===== src/rtl/opcodes.sv =====
// picoMIPS 3-bit opcode encodings shared by the decoder, the sequencer and the benches.
`ifndef OPCODES_SV
`define OPCODES_SV

`define OP_NOP  3'b000
`define OP_ADD  3'b001
`define OP_ADDI 3'b010
`define OP_MULI 3'b011
`define OP_LOAD 3'b100

`endif


===== src/rtl/picomips_pkg.sv =====
// Shared types and default sizing for the picoMIPS sequencer.
package picomips_pkg;

    localparam int unsigned PC_WIDTH_DEFAULT = 5;
    localparam int unsigned MUL_LAT_DEFAULT  = 2;

    typedef enum logic [2:0] {
        RUN,
        LOAD_ARM,
        LOAD_WAIT,
        LOAD_REL,
        MUL_WAIT,
        HALT
    } seq_state_t;

endpackage


===== src/rtl/picomips_sequencer.sv =====
// Multi-cycle sequencer: owns the PC and gates register-file writes for LOAD, MULI and NOP.
`include "opcodes.sv"

module picomips_sequencer
    import picomips_pkg::*;
#(
    parameter int unsigned PC_WIDTH = PC_WIDTH_DEFAULT,
    parameter int unsigned MUL_LAT  = MUL_LAT_DEFAULT
) (
    input  logic                clk,
    input  logic                nReset,
    input  logic [2:0]          opcode,
    input  logic                dec_pcincr,
    input  logic                dec_write,
    input  logic                btn,
    output logic [PC_WIDTH-1:0] pc,
    output logic                reg_we,
    output logic                stall,
    output logic                halted
);

    localparam int unsigned CNT_W = (MUL_LAT > 1) ? $clog2(MUL_LAT) : 1;

    seq_state_t          state_q, state_d;
    logic [PC_WIDTH-1:0] pc_q, pc_d;
    logic [CNT_W-1:0]    cnt_q, cnt_d;
    logic                halted_q, halted_d;

    always_ff @(posedge clk) begin
        if (!nReset) begin
            state_q  <= RUN;
            pc_q     <= '0;
            cnt_q    <= '0;
            halted_q <= 1'b0;
        end else begin
            state_q  <= state_d;
            pc_q     <= pc_d;
            cnt_q    <= cnt_d;
            halted_q <= halted_d;
        end
    end

    always_comb begin
        state_d  = state_q;
        pc_d     = pc_q;
        cnt_d    = cnt_q;
        halted_d = halted_q;
        reg_we   = 1'b0;
        stall    = 1'b0;

        case (state_q)
            RUN: begin
                case (opcode)
                    `OP_ADD, `OP_ADDI: begin
                        reg_we = dec_write;
                        pc_d   = pc_q + PC_WIDTH'(dec_pcincr);
                    end
                    `OP_MULI: begin
                        if (MUL_LAT == 0) begin
                            reg_we = dec_write;
                            pc_d   = pc_q + PC_WIDTH'(dec_pcincr);
                        end else begin
                            stall   = 1'b1;
                            cnt_d   = CNT_W'(MUL_LAT - 1);
                            state_d = MUL_WAIT;
                        end
                    end
                    `OP_LOAD: begin
                        stall   = 1'b1;
                        state_d = LOAD_ARM;
                    end
                    default: begin
                        stall    = 1'b1;
                        halted_d = 1'b1;
                        state_d  = HALT;
                    end
                endcase
            end

            // A press still held from a previous LOAD must be released before arming.
            LOAD_ARM: begin
                stall = 1'b1;
                if (!btn) begin
                    state_d = LOAD_WAIT;
                end
            end

            LOAD_WAIT: begin
                stall = 1'b1;
                if (btn) begin
                    reg_we  = 1'b1;
                    state_d = LOAD_REL;
                end
            end

            LOAD_REL: begin
                if (!btn) begin
                    pc_d    = pc_q + PC_WIDTH'(1);
                    state_d = RUN;
                end else begin
                    stall = 1'b1;
                end
            end

            MUL_WAIT: begin
                if (cnt_q == '0) begin
                    reg_we  = dec_write;
                    pc_d    = pc_q + PC_WIDTH'(1);
                    state_d = RUN;
                end else begin
                    stall = 1'b1;
                    cnt_d = cnt_q - CNT_W'(1);
                end
            end

            HALT: begin
                stall = 1'b1;
            end

            default: begin
                state_d = RUN;
            end
        endcase

        // The reset cycle must never write, even if the FSM was about to retire.
        if (!nReset) begin
            reg_we = 1'b0;
            stall  = 1'b0;
        end
    end

    assign pc     = pc_q;
    assign halted = halted_q;

endmodule

===== config.mk =====
export PLATFORM = sky130hd
export DESIGN_NAME = picomips_sequencer
export DESIGN_NICKNAME = d
export VERILOG_FILES = /design/src/rtl/picomips_pkg.sv /design/src/rtl/picomips_sequencer.sv
export VERILOG_INCLUDE_DIRS = /design/src /design/src/rtl
export SDC_FILE = /design/constraint.sdc
export NUM_CORES = 1
export LEC_CHECK = 0
export ABC_CLOCK_PERIOD_IN_PS = 5200
export CAP_MARGIN = 20
export CORE_MARGIN = 2
export CORE_UTILIZATION = 35
export CTS_CLUSTER_SIZE = 28
export DETAILED_ROUTE_END_ITERATION = 16
export PLACE_DENSITY = 0.68
export SETUP_SLACK_MARGIN = 0.15
export SLEW_MARGIN = 20
export SYNTH_ARGS = -nofsm -noshare
export SYNTH_HDL_FRONTEND = slang
export SYNTH_SLANG_ARGS = --single-unit

===== constraint.sdc =====
create_clock -name clk -period 5.2 [get_ports clk]
set_input_delay 1.04 -clock clk [delete_from_list [all_inputs] [get_ports clk]]
set_output_delay 1.04 -clock clk [all_outputs]
set_load 0.02 [all_outputs]

Word-level counts from Yosys, hierarchy flattened
Index checks and enable logic that the tools add are counted.
{"block": "totals", "reg_bits": 10}
{"block": "classes", "addsub": 3, "n_eq_ne": 16, "muxes": 22, "n_bitwise": 2, "n_reduce_logical": 10}
{"cell": "$pmux 3 s6", "count": 1}
{"cell": "$mux 5", "count": 3}
{"cell": "$pmux 5 s3", "count": 1}
{"cell": "$eq 3x2->1 const B", "count": 4}
{"cell": "$mux 3", "count": 4}
{"cell": "$ne 2x2->1 const B", "count": 6}
{"cell": "$eq 3x3->1 const B", "count": 3}
{"cell": "$mux 1", "count": 9}
{"cell": "$pmux 3 s3", "count": 1}
{"cell": "$eq 3x1->1 const B", "count": 2}
{"cell": "$reduce_and 6->1", "count": 1}
{"cell": "$add 5x1->5", "count": 1}
{"cell": "$add 5x1->5 const B", "count": 1}
{"cell": "$pmux 1 s4", "count": 1}
{"cell": "$reduce_and 2->1", "count": 2}
{"cell": "$reduce_and 4->1", "count": 1}
{"cell": "$reduce_or 4->1", "count": 1}
{"cell": "$logic_not 3->1", "count": 1}
{"cell": "$pmux 1 s3", "count": 1}
{"cell": "$reduce_bool 3->1", "count": 1}
{"cell": "$reduce_or 3->1", "count": 1}
{"cell": "$ne 2x1->1 const B", "count": 1}
{"cell": "$not 1->1", "count": 2}
{"cell": "$pmux 1 s2", "count": 1}
{"cell": "other kinds (3)", "count": 3}

Depth between registers and ports, before layout
Gate-level depths: netlist (run 1).
{"block": "logic_depth", "word_depth": 5, "ltp_mapped": 8}

Least setup slack after synthesis (run 1)
No wires, ideal clock.
{"block": "synth_timing", "kind": "input port to output port", "startpoint": "input port opcode[2]", "endpoint": "output port reg_we", "arrival_time_ns": 2.269, "setup_slack_ns": 1.891, "cell_stages": 4, "path_buffers": 0, "cell_sequence": "or4_4 > o21ai_2 > a22oi_2 > a2111oi_2"}
{"block": "synth_via", "elab_chain_cells": 5, "elab_cells_between_ends": 6, "cone_classes": "eq/ne (2); mux (3); reduce/logical (1)"}
{"element": "start, declared", "line": "picomips_sequencer.sv:12", "rtl": "input logic [2:0] opcode,"}
{"element": "$eq 3x1->1 / $eq 3x2->1 (equally long branches)", "line": "picomips_sequencer.sv:53", "rtl": "case (opcode)"}
{"element": "$reduce_or 2->1 (*)", "line": "picomips_sequencer.sv:53"}
{"element": "$mux 1 (*)", "line": "picomips_sequencer.sv:53"}
{"element": "$pmux 1 s3 (*)", "line": "picomips_sequencer.sv:51", "rtl": "case (state_q)"}
{"element": "$mux 1 (*)", "line": "picomips_sequencer.sv:126", "rtl": "if (!nReset) begin"}
{"element": "end, declared", "line": "picomips_sequencer.sv:17", "rtl": "output logic reg_we,"}
Every way passes the cells marked *; elsewhere a longest branch is shown, timed or not.

Final worst setup path (run 1)
Ends and elaborated chain as after synthesis.

==> results.py, run 1 <==
metrics = {
    "run_status": {
        "outcome": "finished clean",
    },
    "logic_synthesis": {
        "netlist_area_sq_um": 622,
        "synth_cell_types": 31,
        "ys_ff_latch": 10,
        "yosys_warnings": 0,
        "syn_area_per_cell_sq_um": 8.40,
        "ys_seq_area_share_pct": 32.2,
        "synth_fp_nets": 84,
        "syn_inst": 74,
    },
    "detailed_routing": {
        "vias": 603,
        "dr.pass1.iters": 6,
        "routed_via_density": 5.69,
        "wire_per_inst_microns": 12.4,
        "drt_iter0_markers": 6,
        "drc": 0,
        "antenna_left": 0,
        "drt-total-wl_mm": 1.32,
    },
    "critical_path": {
        "crit_fanout": 7,
        "crit_start": "opcode[2]",
        "cp-start-kind": "primary input",
        "crit_arrival_ns": 3.29,
        "critical_path_class": "in2out",
        "worstPathRequired_ns": 4.16,
        "r2r_start": "state_q[2]",
        "cp-end-kind": "output pin",
    },
    "global_route": {
        "track_usage_pct": 14.6,
        "grt_max_degree": 15,
        "antenna_found_initial": 0,
        "grt_overflow": 0,
        "grt_pass1_vias": 507,
        "grt_pass1_wl_mm": 2.24,
    },
    "finish": {
        "final_nets": 101,
        "fin_cells": 106,
        "drive_gt1_share_pct": 7.87,
        "area_delta_synth_final_pct": 29.0,
        "layout_common_cells": "clkdlybuf4s50_1, dfxtp_1, nor2_1, a21oi_1, nand2_1",
        "multi_input_area_sq_um": 400,
        "regArea_sq_um": 200,
        "num-fill-cells": 159,
        "antennaDiodeCount": 0,
        "layout_commonest_cell": "clkdlybuf4s50_1",
    },
    "placed_design": {
        "dp.cells": 103,
        "portBuffers": 15,
        "place_hpwl_microns": 997,
        "gp_congestion": 0.732,
    },
    "sta": {
        "fmax_mhz": 231,
        "drv_slew": 0,
        "slew_headroom_pct": 66.6,
        "setup_viol_count_final": 0,
        "hold_viol": 0,
        "rsz0062_at_grt": "no",
        "worst_pin_slew_ns": 0.500,
        "fin_skew_ns": 0.00280,
        "final.period_utilization_pct": 83.3,
        "fin_setup_tns_ns": 0,
        "min_period_ns": 4.33,
    },
    "cts": {
        "htree_levels": 1,
        "cts.sinks": 10,
        "cts_tree": "built",
        "ctsResizeCount": 0,
        "clockRootBuffer": "clkbuf_4",
        "cts_setup_buffers": 0,
        "cts_buffers": 3,
        "hold_buffers": 0,
        "cts_buffer_depth": 2,
        "clk_pin_slew_ns": 0.06,
        "insertion_delay_ns": 0.26,
    },
    "power": {
        "seqPwrFrac_pct": 44.4,
        "intPower_w": 0.000148,
        "p_clk_share_pct": 23.0,
        "p_comb_share_pct": 32.5,
        "p_sw_share_pct": 33.9,
        "pwr_density_cell_nw_per_um2": 280,
        "p_sw_w": 0.0000759,
        "vdd_ir_drop_max_mv": 0.187,
        "power.leakage_nw": 0.291,
    },
    "floorplan": {
        "num_io_pins": 16,
        "design.die.area_sq_um": 2130,
        "initial_core_util_pct": 36.8,
        "die_w_microns": 46.2,
        "fp-row-count": 15,
        "core-area_sq_um": 1690,
        "dieHeight_microns": 46.2,
    },
    "job": {
        "maxCapViolCount": 0,
    },
    "hold_path": {
        "hold_path.startpoint": "halted",
        "hold_class": "reg2reg",
    },
}
cell usage after synthesis, drive strengths merged:
cell	number	share of area, %
o21a	1	1.2
o32ai	1	1.4
buf	3	2.2
or4b	1	1.6
dfxtp	10	32
nand2	5	3.0
mux2i	4	6.4
a21oi	7	5.6
xor2	1	1.4
and2	1	1.0
o21ai	5	4.6
a2bb2oi	1	1.4
o221a	1	1.8
or4	2	3.0
nor4b	1	1.4
a211oi	2	2.4
inv	2	1.2
nor3	2	1.6
nor2b	2	2.0
a2111oi	1	2.4
nand2b	4	4.0
nor2	7	4.2
ha	2	4.0
a221o	1	1.6
xnor2	2	2.8
a22oi	1	2.0
nand3	4	3.2
flip-flops by register name, summed over array words and instances (netlist names):
name	cells
cnt_q	1
halted	1
pc	5
state_q	3
layer usage:
layer | global-route usage [%] | part of all wire [%] | vias up | routed length (microns)
met5 | 0 | 0 | - | 0
li1 | - | - | 304 | -
met3 | 5.88 | 4.9 | 2 | 64
met2 | 21.4 | 46 | 18 | 611
met1 | 19.8 | 47 | 279 | 625
met4 | 3.43 | 1.3 | 0 | 17
area by class of cell:
class,count,share of cell area (%)
multi-input combinational,59,49.9
sequential,10,25.0
timing repair buffer,15,18.7
clock buffer,3,2.81
tap,17,2.65
inverter,2,0.936
worst paths after layout:
path / to / slack [ns] / cells past startpoint
setup / recovery: reg_we / 0.87 / 6
setup reg to reg: pc[2] / 3.29 / 6
hold reg to reg: halted / 0.47 / 2
hold / removal: halted / 0.47 / 2
power by group through the flow:
stage	Sequential [W]	Clock [W]	Combinational, W
after floorplan	0.0000946	0	0.0000532
after global placement	0.000101	0	0.0000720
after detailed placement	0.000101	0	0.0000729
after CTS	0.0000993	0.0000548	0.0000731
after global routing	0.000102	0.0000570	0.0000804
final	0.0000996	0.0000516	0.0000729
critical path, stage by stage:
cell	delay (ns)
clkdlybuf4s50_1	0.52
or4_4	0.47
o21ai_2	0.22
a22oi_2	0.09
a2111oi_2	0.29
clkdlybuf4s50_1	0.66
cells by family (layout without fill, tap and decap cells):
group,count (synthesis),in the layout,synth area share [%]
AOI/OAI and AO/OA,21,21,24.5
xor gates and xnor gates,3,3,4.23
adders and majority gates,2,2,4.02
buffers and inverters,5,20,3.42
DFF,10,10,32.2
muxes,4,4,6.44
and+or+nand+nor,29,29,25.2
per-stage QoR:
step | hold slack (ns) | utilization, % | total power [W] | cell area, sq um | setup WS, ns
final | 0.465 | 47.5 | 0.000224 | 802 | 0.869
after global routing | 0.499 | 47.5 | 0.000239 | 802 | 0.776
after CTS | 0.475 | 47.5 | 0.000227 | 802 | 0.868
after detailed placement | 0.460 | 46.1 | 0.000174 | 779 | 0.871
after global placement | 0.451 | 46.1 | 0.000173 | 779 | 0.921
after floorplan | 0.499 | - | 0.000148 | 622 | 1.89
Power figures use the tool's default switching activity.
==> run 2, diff against run 1 <==
ABC_CLOCK_PERIOD_IN_PS = 4360   (was 5200)
clock period = 4.36 ns   (was 5.2 ns; I/O delays follow)
==> run 2 against run 1 <==
Against the previous run: total power is 30% higher; routed wire length is 0.23% higher; global-route usage down 0.080 points; register-to-register slack worse by 0.84 ns.
==> results.py, run 2 (same netlist as run 1, synthesis figures left out) <==
metrics = {
    "cts": {
        "cts_buffers": 3,
        "insertion_delay_ns": 0.27,
        "clk_pin_slew_ns": 0.07,
        "htree_levels": 1,
        "cts_setup_buffers": 0,
        "clockRootBuffer": "clkbuf_4",
        "cts_tree": "built",
        "hold_buffers": 0,
        "ctsResizeCount": 0,
        "cts.sinks": 10,
        "cts_buffer_depth": 2,
    },
    "sta": {
        "fin_setup_tns_ns": 0,
        "drv_slew": 0,
        "slew_headroom_pct": 67.4,
        "final.period_utilization_pct": 91.1,
        "setup_viol_count_final": 0,
        "fin_skew_ns": 0.00186,
        "worst_pin_slew_ns": 0.488,
        "rsz0062_at_grt": "no",
        "min_period_ns": 3.97,
        "fmax_mhz": 252,
        "hold_viol": 0,
    },
    "detailed_routing": {
        "antenna_left": 0,
        "vias": 584,
        "dr.pass1.iters": 4,
        "routed_via_density": 5.46,
        "drt-total-wl_mm": 1.32,
        "drt_iter0_markers": 9,
        "drc": 0,
        "wire_per_inst_microns": 12.3,
    },
    "placed_design": {
        "place_hpwl_microns": 978,
        "gp_congestion": 0.732,
        "portBuffers": 15,
    },
    "finish": {
        "area_delta_synth_final_pct": 31.2,
        "layout_common_cells": "clkdlybuf4s50_1, dfxtp_1, nor2_1, a21oi_1, nand2_1",
        "num-fill-cells": 162,
        "largest_reg_flops": 5,
        "drive_gt1_share_pct": 8.89,
        "layout_commonest_cell": "clkdlybuf4s50_1",
        "final_nets": 101,
        "fin_util_pct": 48.3,
        "antennaDiodeCount": 0,
    },
    "hold_path": {
        "hold_path.startpoint": "pc[4]",
        "hold_path_end": "pc[4]",
        "hold-path-cell-count": 2,
        "hold_class": "reg2reg",
    },
    "critical_path": {
        "cpLargestDelayFamily": "buffers and inverters",
        "r2r_slack_ns": 2.45,
        "cp-end-kind": "output pin",
        "max_stage_delay_ns": 0.66,
        "reg2reg_to": "pc[4]",
        "worstPathRequired_ns": 3.49,
        "r2r_start": "state_q[2]",
        "crit_fanout": 7,
        "crit_arrival_ns": 3.10,
        "slowest_stage": "clkdlybuf4s50_1",
        "rr_worst_depth": 7,
        "cp_common_cell": "clkdlybuf4s50_1",
        "crit_chain": "clkdlybuf4s50_1 > or4_4 > o21ai_2 > a22oi_2 > a2111oi_2 > clkdlybuf4s50_1",
        "critical_path_class": "in2out",
        "crit_buf_inv": 2,
        "cp-start-kind": "primary input",
    },
    "floorplan": {
        "fp-row-count": 15,
        "dieHeight_microns": 46.2,
        "num_io_pins": 16,
        "initial_core_util_pct": 36.8,
        "core-area_sq_um": 1690,
        "design.die.area_sq_um": 2130,
        "die_w_microns": 46.2,
    },
    "power": {
        "p_sw_share_pct": 32.7,
        "power_w": 0.000290,
        "power.leakage_nw": 0.298,
        "p_clk_share_pct": 29.6,
        "vdd_ir_drop_max_mv": 0.201,
        "p_sw_w": 0.0000951,
        "seqPwrFrac_pct": 40.7,
        "intPower_w": 0.000195,
        "p_comb_share_pct": 29.7,
        "pwr_density_cell_nw_per_um2": 356,
    },
    "global_route": {
        "grt_max_degree": 15,
        "antenna_found_initial": 0,
        "grt_pass1_wl_mm": 2.14,
        "grt_pass1_vias": 479,
        "grt_overflow": 0,
        "track_usage_pct": 14.5,
    },
    "run_status": {
        "outcome": "finished clean",
    },
    "job": {
        "maxCapViolCount": 0,
    },
}
-- run 2: cell types whose count changed in the layout (fill, tap and decap cells not counted), sizes merged --
cell and delta:
clkbuf +1
-- run 2: power groups by stage --
stage	Clock [W]	Combinational [W]	Sequential (W)
6_report	0.0000860	0.0000862	0.000118
5_1_grt	0.0000927	0.0000943	0.000120
4_1_cts	0.0000882	0.0000867	0.000118
3_5_place_dp	0	0.0000858	0.000120
3_3_place_gp	0	0.0000858	0.000120
2_1_floorplan	0	0.0000634	0.000113
-- run 2: area by class of cell --
| cell class | instances | area, sq um | area share (%) |
|---|---|---|---|
| multi-input combinational | 59 | 400 | 49.1 |
| sequential | 10 | 200 | 24.5 |
| timing repair buffer | 15 | 150 | 18.4 |
| clock buffer | 4 | 36.3 | 4.45 |
| tap | 17 | 21.3 | 2.61 |
| inverter | 2 | 7.51 | 0.920 |
-- run 2: stage by stage --
stage	hold slack [ns]	cell area, sq um	worst slack, ns	cells
after floorplan	0.499	622	1.39	74
after global placement	0.451	779	0.418	103
after detailed placement	0.461	779	0.386	103
after CTS	0.478	816	0.355	107
after global routing	0.503	816	0.246	107
final	0.474	816	0.389	107
-- run 2: worst register-to-register path: stages, from the launching register on --
cell and delay [ns]:
dfxtp_1 0.63, nor2b_1 0.14, a221o_1 0.37, ha_1 0.20, ha_1 0.20, nand3_1 0.09
a21oi_1 0.05, mux2i_1 0.12
-- run 2: how the worst max path moves through the flow --
| stage | startpoint | end | slack [ns] | depth (start not counted) |
|---|---|---|---|---|
| 4_1_cts | opcode[2] | reg_we | 0.36 | 6 |
| 3_5_place_dp | opcode[2] | reg_we | 0.39 | 6 |
| 6_report | opcode[2] | reg_we | 0.39 | 6 |
| 3_3_place_gp | opcode[2] | reg_we | 0.42 | 6 |
| 2_1_floorplan | opcode[2] | reg_we | 1.39 | 4 |
| 5_1_grt | opcode[2] | reg_we | 0.25 | 6 |
-- run 2: layer usage --
metal | part of all wire (%) | wire length (microns) | track usage (%) | up-vias
li1 | - | - | - | 309
met1 | 49 | 653 | 19.8 | 258
met2 | 45 | 595 | 19.4 | 13
met3 | 3.1 | 41 | 4.71 | 4
met4 | 2.3 | 30 | 8.57 | 0
met5 | 0 | 0 | 0 | -
